===== src/rtl/opcode_dispatcher.sv =====
// opcode_dispatcher: age-ordered opcode buffer issuing to Controller with per-target and per-ID ordering
module opcode_dispatcher #(
  parameter int DEPTH = 8
) (
  input  logic       clk,
  input  logic       rst,
  input  logic       req_valid,
  input  logic [7:0] req_opcode,
  output logic       req_ready,
  input  logic [2:0] cmp_valid,
  output logic       en,
  output logic [7:0] opcode,
  output logic [2:0] busy,
  output logic [3:0] count,
  output logic       drop_err
);
  logic [7:1] mem_q [DEPTH];
  logic [7:1] mem_d [DEPTH];
  logic [3:0] count_q, count_d;
  logic [2:0] busy_q, busy_d;
  logic [3:0] out_id_q [3];
  logic [3:0] out_id_d [3];
  logic       en_q, en_d;
  logic [7:0] opcode_q, opcode_d;
  logic       drop_err_q, drop_err_d;
  logic [DEPTH-1:0] elig;
  logic [3:0] busy_tgt;
  logic       accept;
  logic       sel_found;
  int         sel_idx;
  logic [7:1] sel_op;
  logic [1:0] sel_k;
  logic [3:0] cnt_rm;
  logic       unused;
  assign unused    = req_opcode[0];
  assign busy_tgt  = {busy_q, 1'b0};
  assign req_ready = !rst && (int'(count_q) < DEPTH);
  assign accept    = req_valid && req_ready;
  assign sel_k     = sel_op[3:2] - 2'd1;
  // entry is eligible when its target is free, its ID is not outstanding and no older entry shares its ID
  always_comb begin
    elig = '0;
    for (int i = 0; i < DEPTH; i++) begin
      elig[i] = (i < int'(count_q)) && !busy_tgt[mem_q[i][3:2]];
      for (int k = 0; k < 3; k++)
        if (busy_q[k] && out_id_q[k] == mem_q[i][7:4]) elig[i] = 1'b0;
      for (int j = 0; j < i; j++)
        if (mem_q[j][7:4] == mem_q[i][7:4]) elig[i] = 1'b0;
    end
  end
  // pick the oldest eligible entry
  always_comb begin
    sel_found = 1'b0;
    sel_idx   = 0;
    sel_op    = '0;
    for (int i = 0; i < DEPTH; i++)
      if (!sel_found && elig[i]) begin
        sel_found = 1'b1;
        sel_idx   = i;
        sel_op    = mem_q[i];
      end
  end
  // remove the issued entry, append the accepted one, and track completions
  always_comb begin
    mem_d      = mem_q;
    busy_d     = busy_q & ~cmp_valid;
    out_id_d   = out_id_q;
    en_d       = sel_found;
    opcode_d   = sel_found ? {sel_op, 1'b1} : opcode_q;
    drop_err_d = accept && req_opcode[3:2] == 2'b00;
    cnt_rm     = sel_found ? count_q - 4'd1 : count_q;
    if (sel_found) begin
      busy_d[sel_k]   = 1'b1;
      out_id_d[sel_k] = sel_op[7:4];
      for (int i = 0; i < DEPTH - 1; i++)
        if (i >= sel_idx) mem_d[i] = mem_q[i+1];
      mem_d[DEPTH-1] = '0;
    end
    count_d = cnt_rm;
    if (accept && req_opcode[3:2] != 2'b00) begin
      for (int i = 0; i < DEPTH; i++)
        if (i == int'(cnt_rm)) mem_d[i] = req_opcode[7:1];
      count_d = cnt_rm + 4'd1;
    end
  end
  // state registers; reset aborts all queued and outstanding work
  always_ff @(posedge clk) begin
    if (rst) begin
      mem_q      <= '{default: '0};
      count_q    <= '0;
      busy_q     <= '0;
      out_id_q   <= '{default: '0};
      en_q       <= 1'b0;
      opcode_q   <= '0;
      drop_err_q <= 1'b0;
    end else begin
      mem_q      <= mem_d;
      count_q    <= count_d;
      busy_q     <= busy_d;
      out_id_q   <= out_id_d;
      en_q       <= en_d;
      opcode_q   <= opcode_d;
      drop_err_q <= drop_err_d;
    end
  end
  assign en       = en_q;
  assign opcode   = opcode_q;
  assign busy     = busy_q;
  assign count    = count_q;
  assign drop_err = drop_err_q;
endmodule


===== config.mk =====
export PLATFORM = sky130hd
export DESIGN_NAME = opcode_dispatcher
export DESIGN_NICKNAME = d
export VERILOG_FILES = /design/src/rtl/opcode_dispatcher.sv
export SDC_FILE = /design/constraint.sdc
export NUM_CORES = 1
export LEC_CHECK = 0
export ABC_AREA = 1
export CORE_ASPECT_RATIO = 1.75
export CORE_MARGIN = 2
export CORE_UTILIZATION = 40
export DETAILED_ROUTE_END_ITERATION = 16
export GPL_TIMING_DRIVEN = 0
export PLACE_DENSITY = 0.6
export SLEW_MARGIN = 20
export SYNTH_ARGS = -nofsm -noshare
export SYNTH_HDL_FRONTEND = slang
export SYNTH_SLANG_ARGS = --single-unit

===== constraint.sdc =====
create_clock -name clk -period 3.4 [get_ports clk]
set_input_delay 0.51 -clock clk [delete_from_list [all_inputs] [get_ports clk]]
set_output_delay 0.51 -clock clk [all_outputs]
set_load 0.05 [all_outputs]

# ---- Yosys cells after proc, flatten, opt, wreduce, memory -nomap -nowiden
# Cells that the tools add are included.
dict set report word_totals {
  out_inout_bits 18
  ff_bits 85
  word_cells 290
  in_bits 14
}
dict set report op_classes {
  n_reduce_logical 64
  bitwise_logic 4
  mux 116
  magnitude_cmp 28
  n_eq_ne 59
  n_addsub 3
}
# cell n
set op_table {}
lappend op_table {{4-bit equality test} 52}
lappend op_table {{32-bit two-way mux} 6}
lappend op_table {{7-bit two-way mux} 23}
lappend op_table {{56-bit two-way mux} 2}
lappend op_table {{4-bit by 32-bit greater-or-equal comparator with 1-bit output (first input constant)} 3}
lappend op_table {{1-bit two-way mux} 70}
lappend op_table {{3-bit by 32-bit greater-or-equal comparator with 1-bit output (first input constant)} 2}
lappend op_table {{1-bit logical AND} 45}
lappend op_table {{1-bit by 32-bit greater-or-equal comparator with 1-bit output (first input constant)} 1}
lappend op_table {{2-bit by 32-bit greater-or-equal comparator with 1-bit output (first input constant)} 1}
lappend op_table {{2-bit by 3-bit < comparator with 1-bit output (second input constant)} 9}
lappend op_table {{1-bit binary-select mux with 2-bit select} 8}
lappend op_table {{4-bit equality test (first input constant)} 4}
lappend op_table {{1-bit logical NOT} 16}
lappend op_table {{3-bit by 4-bit < comparator with 1-bit output (first input constant)} 4}
lappend op_table {{12-bit bitwise mux} 1}
lappend op_table {{4-bit two-way mux} 3}
lappend op_table {{4-bit demux with 2-bit select} 1}
lappend op_table {{3-bit by 4-bit equality test with 1-bit output (first input constant)} 2}
lappend op_table {{1-bit by 4-bit < comparator with 1-bit output (first input constant)} 2}
lappend op_table {{2-bit by 4-bit < comparator with 1-bit output (first input constant)} 2}
lappend op_table {{4-bit by 1-bit adder with 4-bit output (second input constant)} 1}
lappend op_table {{2-bit by 4-bit equality test with 1-bit output (first input constant)} 1}
lappend op_table {{4-bit logical NOT} 1}
lappend op_table {{other kinds (14)} 14}

# ---- Depth between registers and ports, before layout
dict set report logic_depth {
  ltp_word 36
  depth_mapped 25
  depth_no_buf 24
}

# ---- Least setup slack after synthesis
# OpenSTA, ideal clock, no wires.
dict set report synth_path {
  path_type {reg2reg}
  from {register count_q[0] (netlist: count[0])}
  to {register mem_q[43] (netlist bit)}
  arrival_ps 3137
  t_required_ps 3287
  n_path_buf 1
  setup_slack_ps 150
  stages_incl_launch_ff 25
  period_less_slack_ps 3250
  path_cell_list {dfxtp_1 > inv_1 > ha_1 > inv_1 > nand2_1 > nand2_1 > nand2_1 > nor2_1 > nand3_1 > nor2_1 > nor2_4 > nand3_4 > nor2_8 > nand4_4 > inv_1 > nand2_1 > nand2_1 > inv_1 > ha_1 > inv_1 > nor2_1 > nand3_2 > buf_4 > nor2_1 > nor2_1}
}
dict set report synth_via {
  elab_chain_cells 32
  elab_cells_between_ends 109
  cone_classes {1 x add/sub; 10 x order compare; 1 x eq/ne; 72 x mux; 25 x reduce/logical}
}
# item line_no
set synth_rtl {}
lappend synth_rtl {{start, declared} 19} ;# logic [3:0] count_q, count_d;
lappend synth_rtl {{start signal, assigned} 98} ;# count_q <= count_d;
lappend synth_rtl {{1-bit by 4-bit < comparator with 1-bit output} 44} ;# elig[i] = (i < int'(count_q)) && !busy_tgt[mem_q[i][3:2]];
lappend synth_rtl {{1-bit logical AND} 44}
lappend synth_rtl {{1-bit two-way mux (3 in a row)} 46} ;# if (busy_q[k] && out_id_q[k] == mem_q[i][7:4]) elig[i] = 1'b0;
lappend synth_rtl {{1-bit two-way mux} 57} ;# if (!sel_found && elig[i]) begin
lappend synth_rtl {{1-bit logical NOT} 57}
lappend synth_rtl {{1-bit logical AND} 57}
lappend synth_rtl {{1-bit two-way mux} 57}
lappend synth_rtl {{1-bit logical NOT} 57}
lappend synth_rtl {{[... 14 more ...]} -}
lappend synth_rtl {{1-bit logical NOT} 57}
lappend synth_rtl {{1-bit logical AND} 57}
lappend synth_rtl {{32-bit two-way mux} 57}
lappend synth_rtl {{2-bit by 32-bit greater-or-equal comparator with 1-bit output} 76} ;# if (i >= sel_idx) mem_d[i] = mem_q[i+1];
lappend synth_rtl {{7-bit two-way mux} 76}
lappend synth_rtl {{56-bit two-way mux} 72} ;# if (sel_found) begin
lappend synth_rtl {{7-bit two-way mux} 82} ;# if (i == int'(cnt_rm)) mem_d[i] = req_opcode[7:1];
lappend synth_rtl {{56-bit two-way mux *} 80} ;# if (accept && req_opcode[3:2] != 2'b00) begin
lappend synth_rtl {{end signal, assigned} 97} ;# mem_q <= mem_d;
lappend synth_rtl {{end, declared} 17} ;# logic [7:1] mem_q [DEPTH];
# Every way passes the cells marked *; elsewhere a longest branch is shown, timed or not.
# A chain may end at the register's enable or synchronous reset.

# ---- Worst setup path after layout
dict set report layout_path {
  from {register mem_q[26] (netlist bit)}
  to {register mem_q[11] (netlist bit)}
}
dict set report layout_via {
  elab_chain_cells 25
  elab_cells_between_ends 48
  cone_classes {1 x order compare; 11 x eq/ne; 26 x mux; 10 x reduce/logical}
}
# item line_no
set layout_rtl {}
lappend layout_rtl {{4-bit equality test} 46}
lappend layout_rtl {{1-bit logical AND} 46}
lappend layout_rtl {{1-bit two-way mux (3 in a row)} 46}
lappend layout_rtl {{1-bit two-way mux (4 in a row)} 48} ;# if (mem_q[j][7:4] == mem_q[i][7:4]) elig[i] = 1'b0;
lappend layout_rtl {{1-bit logical AND} 57}
lappend layout_rtl {{1-bit two-way mux} 57}
lappend layout_rtl {{1-bit logical NOT} 57}
lappend layout_rtl {{1-bit logical AND} 57}
lappend layout_rtl {{[... 4 more ...]} -}
lappend layout_rtl {{1-bit logical NOT} 57}
lappend layout_rtl {{1-bit logical AND} 57}
lappend layout_rtl {{32-bit two-way mux} 57}
lappend layout_rtl {{4-bit by 32-bit greater-or-equal comparator with 1-bit output} 76}
lappend layout_rtl {{7-bit two-way mux} 76}
lappend layout_rtl {{56-bit two-way mux} 72}
lappend layout_rtl {{7-bit two-way mux} 82}
lappend layout_rtl {{56-bit two-way mux *} 80}
# Marked as above.

==> Implementation_results.wiki <==
{| class="wikitable"
! Metric !! Value
|-
| Routability Congestion || around 0.99
|-
| Biggest fanout along the worst timing path || 10
|-
| Worst setup path start || mem_q[26]
|-
| Net count after synthesis || roughly 1,500
|-
| IR Drop Worst-Case VDD || ~1000 uV
|-
| HPWL after DPL || between 20,000 and 30,000 um
|-
| Yosys warns || 0
|-
| Leak || roughly 0.0050 uW
|-
| DR vias/cell || between 5 and 6
|-
| Distinct cells, synth || 36
|-
| Num Clock Sinks || 85
|-
| Top flip-flop cell by instance count after synthesis || dfxtp_1
|-
| Cell Rows || between 60 and 70
|-
| Antenna Nets Post-Route || 0
|-
| Crit path required time || ~3700 ps
|-
| Die Span Y || between 150 and 200 um
|-
| Critical path class || reg2reg
|-
| Number of H-tree levels || 3
|-
| Detailed router's first-iteration violation count || between 700 and 800
|-
| Global router's overall resource usage || 0.320
|-
| Worst slew margin relative to its limit || 0.486
|-
| I/O Buffers || 23
|-
| Number of cells on the worst reg-to-reg path || 21
|-
| Cell type of the slowest stage on the worst timing path || dfxtp_1
|-
| Slew Viols, Final || 0
|-
| End point of the most critical hold path || opcode[0]
|-
| Setup crit start kind || register
|-
| Maximum number of pins on one net before global-route repair || 14
|-
| Starting utilization of the core area || 0.405
|-
| Unrepaired setup endpoints after global routing || true
|-
| Hold-critical path depth || 2
|-
| Number of nets in the layout || between 1,500 and 2,000
|-
| Slew at the pin closest to its max-slew limit || around 770 ps
|-
| Clock tree from TritonCTS || built
|-
| Overall die width || between 100 and 150 um
|-
| Crit path time final || between 3000 and 4000 ps
|-
| Flop2flop setup slack || between 150 and 200 ps
|-
| Skew final || between 8 and 9 ps
|-
| Result of the run || complete, no violations
|-
| Max-cap check violation count || 0
|-
| Setup slack of the critical path after layout || ~170 ps
|-
| Cell Area, Synth || 8140 sq um
|-
| Sum of routed wire length over all layers || approximately 35,000 um
|-
| Initial antenna violation count || 0
|-
| Reg-to-reg startpoint || mem_q[26]
|-
| Clock buffers created by TritonCTS || 9
|-
| Post-synth ARST share || 0
|-
| Count of fill cells added during filler insertion || between 2,000 and 2,500
|-
| Cell-by-cell trace of the critical path || buf_2 > xor2_1 > nor2_1 > nand2_1 > nand3_1 > nor2_1 > nand2_2 > inv_2 > nor2_8 > nand4_4 > buf_6 > buf_4 > nand2_1 > o21ai_4 > buf_12 > nor2_4 > nand2_2 > buf_4 > nand2_1 > nand2_1 > nor2_2
|-
| Clock transition at the register clock pins on the worst setup and hold paths after CTS || 70 ps
|-
| First-pass GRT wire length || around 52,000 um
|-
| Layout area overhead || 19.0%
|-
| CP peak stage delay || around 360 ps
|-
| Die Area || about 22,000 sq um
|-
| Critical register-to-register path endpoint || mem_q[11]
|-
| Type of the worst min-delay path || reg2reg
|-
| Number of enable flip-flop cells after synthesis || 0
|-
| 1st-pass router iterations || 8
|-
| Final cycle utilization of the critical path || 0.950
|-
| Final-report setup violation count || 0
|-
| Diode insertion count for antenna repair || 0
|-
| Setup total negative slack || 0 ps
|-
| Min-delay src || opcode[0]
|-
| Core occupancy in the finished layout || 0.481
|-
| Number of instances in the synthesized netlist || around 1,500
|-
| Sequential-to-total area share from yosys stat || 0.209
|-
| Layout cells sized above 1 || 0.138
|-
| Ports placed on the boundary || 32
|-
| Root buffer cell || clkbuf_16
|-
| Critical path arrival || around 3500 ps
|-
| Delay-heaviest family, CP || simple AND/OR/NAND/NOR gates
|-
| Area of the core || roughly 20,000 sq um
|-
| Setup Slack @ Placement || -918 ps
|-
| Power per Cell Area || 951 nW/um^2
|-
| Remaining routing DRC violations || 0
|-
| Number of global-route vias before repair || 8,765
|-
| Combined buffer and inverter count along the critical path || 6
|-
| CP dominant cell by count || nand2_1
|-
| Capturing element type of the critical path || register
|-
| FMAX || approximately 0.31 GHz
|-
| Remaining global-route overflow || 0
|-
| Yosys reg bits || between 80 and 90
|-
| Maximum clock insertion buffer count || 2
|-
| Per-cell routed wire length || between 15 and 20 um
|-
| Mean area per synthesized cell || about 5.5 sq um
|-
| Overall via count from detail_route || 9,719
|-
| Number of hold violations in the final report || 0
|-
| Clock Latency Late Sink || between 300 and 400 ps
|}
==> flip-flops by register name (all words and copies together), names as in the netlist <==
name,cells
busy,3
mem_q,56
en,1
opcode,8
count,4
out_id_q,12
drop_err,1
==> layout make-up <==
class                   instances  area (sq um)  share of cell area
multi-input cells            1190          5640               0.582
inverters                     131           531              0.0548
flip-flops and latches         85          1730               0.179
plain buffers                  83           581              0.0599
clock buffers                  10           239              0.0247
well taps                     248           310              0.0320
clock inverters                 5          27.5             0.00284
repair buffers                 72           627              0.0647
==> cells in the mapped netlist, types with 3 or more instances <==
master    instances  area (sq um)
nand2_1         557          2090
inv_2            10          37.5
inv_1           118           443
clkinv_1          3          11.3
nand4_1          16           100
nand3_2           5          50.1
o22ai_1           5          31.3
xnor2_1          60           526
dfxtp_1          85          1700
buf_4            14           105
buf_1             3          11.3
nand3_1          53           265
ha_1              7          87.6
clkbuf_1         16          60.1
buf_2            50           250
nand2_2           6          37.5
nor2_1          294          1100
nor2_4            4          45.0
nor3_1            5          25.0
a21oi_1          49           245
xor2_1           40           350
o21ai_0          70           350
==> tightest hold or removal path, delay by kind of cell, from the launching register on <==
kind,cells,cell delay (ps)
flip-flops,1,310
AND/OR/NAND/NOR,2,100
==> worst max-delay path by stage <==
stage,to,slack (ps),depth (start not counted)
3_5_place_dp,mem_q[45],-920,19
2_1_floorplan,mem_q[43],150,24
5_1_grt,mem_q[4],-40,23
3_3_place_gp,mem_q[45],-900,19
4_1_cts,mem_q[38],30,22
6_report,mem_q[11],170,21
==> where the power goes <==
part	internal [uW]	leakage (uW)	switching, uW
logic	2430	0.00412	4350
clock network	507	0.000134	449
registers	1240	0.000697	223
total	4190	0.00496	5030
==> metal layers <==
metal,global-route usage,up-vias,wire [um]
met3,0.0349,168,2490
met2,0.548,467,16900
li1,-,4697,-
met5,0,-,0
met1,0.356,4387,12700
met4,0.264,0,2950
==> cells by family (layout without fill, tap and decap cells) <==
family,count (synthesis),in the layout,share of synthesized area
muxes,4,4,0.00523
and+or+nand+nor,949,949,0.471
buffers and inverters,215,301,0.113
xor gates and xnor gates,100,100,0.108
adders and majority gates,7,7,0.0108
AOI/OAI and AO/OA,130,130,0.0833
DFF,85,85,0.209
==> cells in the final DEF (no fill, tap or decap), types with 23 or more instances in the layout <==
cell / synthesis / layout
inv_1: 118 / 106
nand2_1: 557 / 547
buf_2: 50 / 23
clkdlybuf4s50_1: 0 / 23
dfxtp_1: 85 / 71
nor2_1: 294 / 285
nand3_1: 53 / 49
xor2_1: 40 / 40
buf_4: 14 / 62
xnor2_1: 60 / 60
a21oi_1: 49 / 49
o21ai_0: 70 / 69
==> what timing repair did <==
action                                  4_1_cts  5_1_grt
cloned                                        0        0
endpoints found under the setup margin       81       71
pin swaps                                     2       10
hold endpoints to repair                      0        0
hold buffers                                  0        0
resized for setup                            40       98
setup buffers                                 6       43
==> metrics by stage <==
step	hold slack, ps	instances	total power, uW	instance area [sq um]
global placement	442	1761	7120	8680
floorplan	504	1490	5600	8140
finish	456	1824	9210	9690
global route	479	1824	9890	9690
CTS	457	1782	8310	9090
detailed placement	447	1761	7190	8680
No activity file was read; power rests on OpenSTA's default activity.
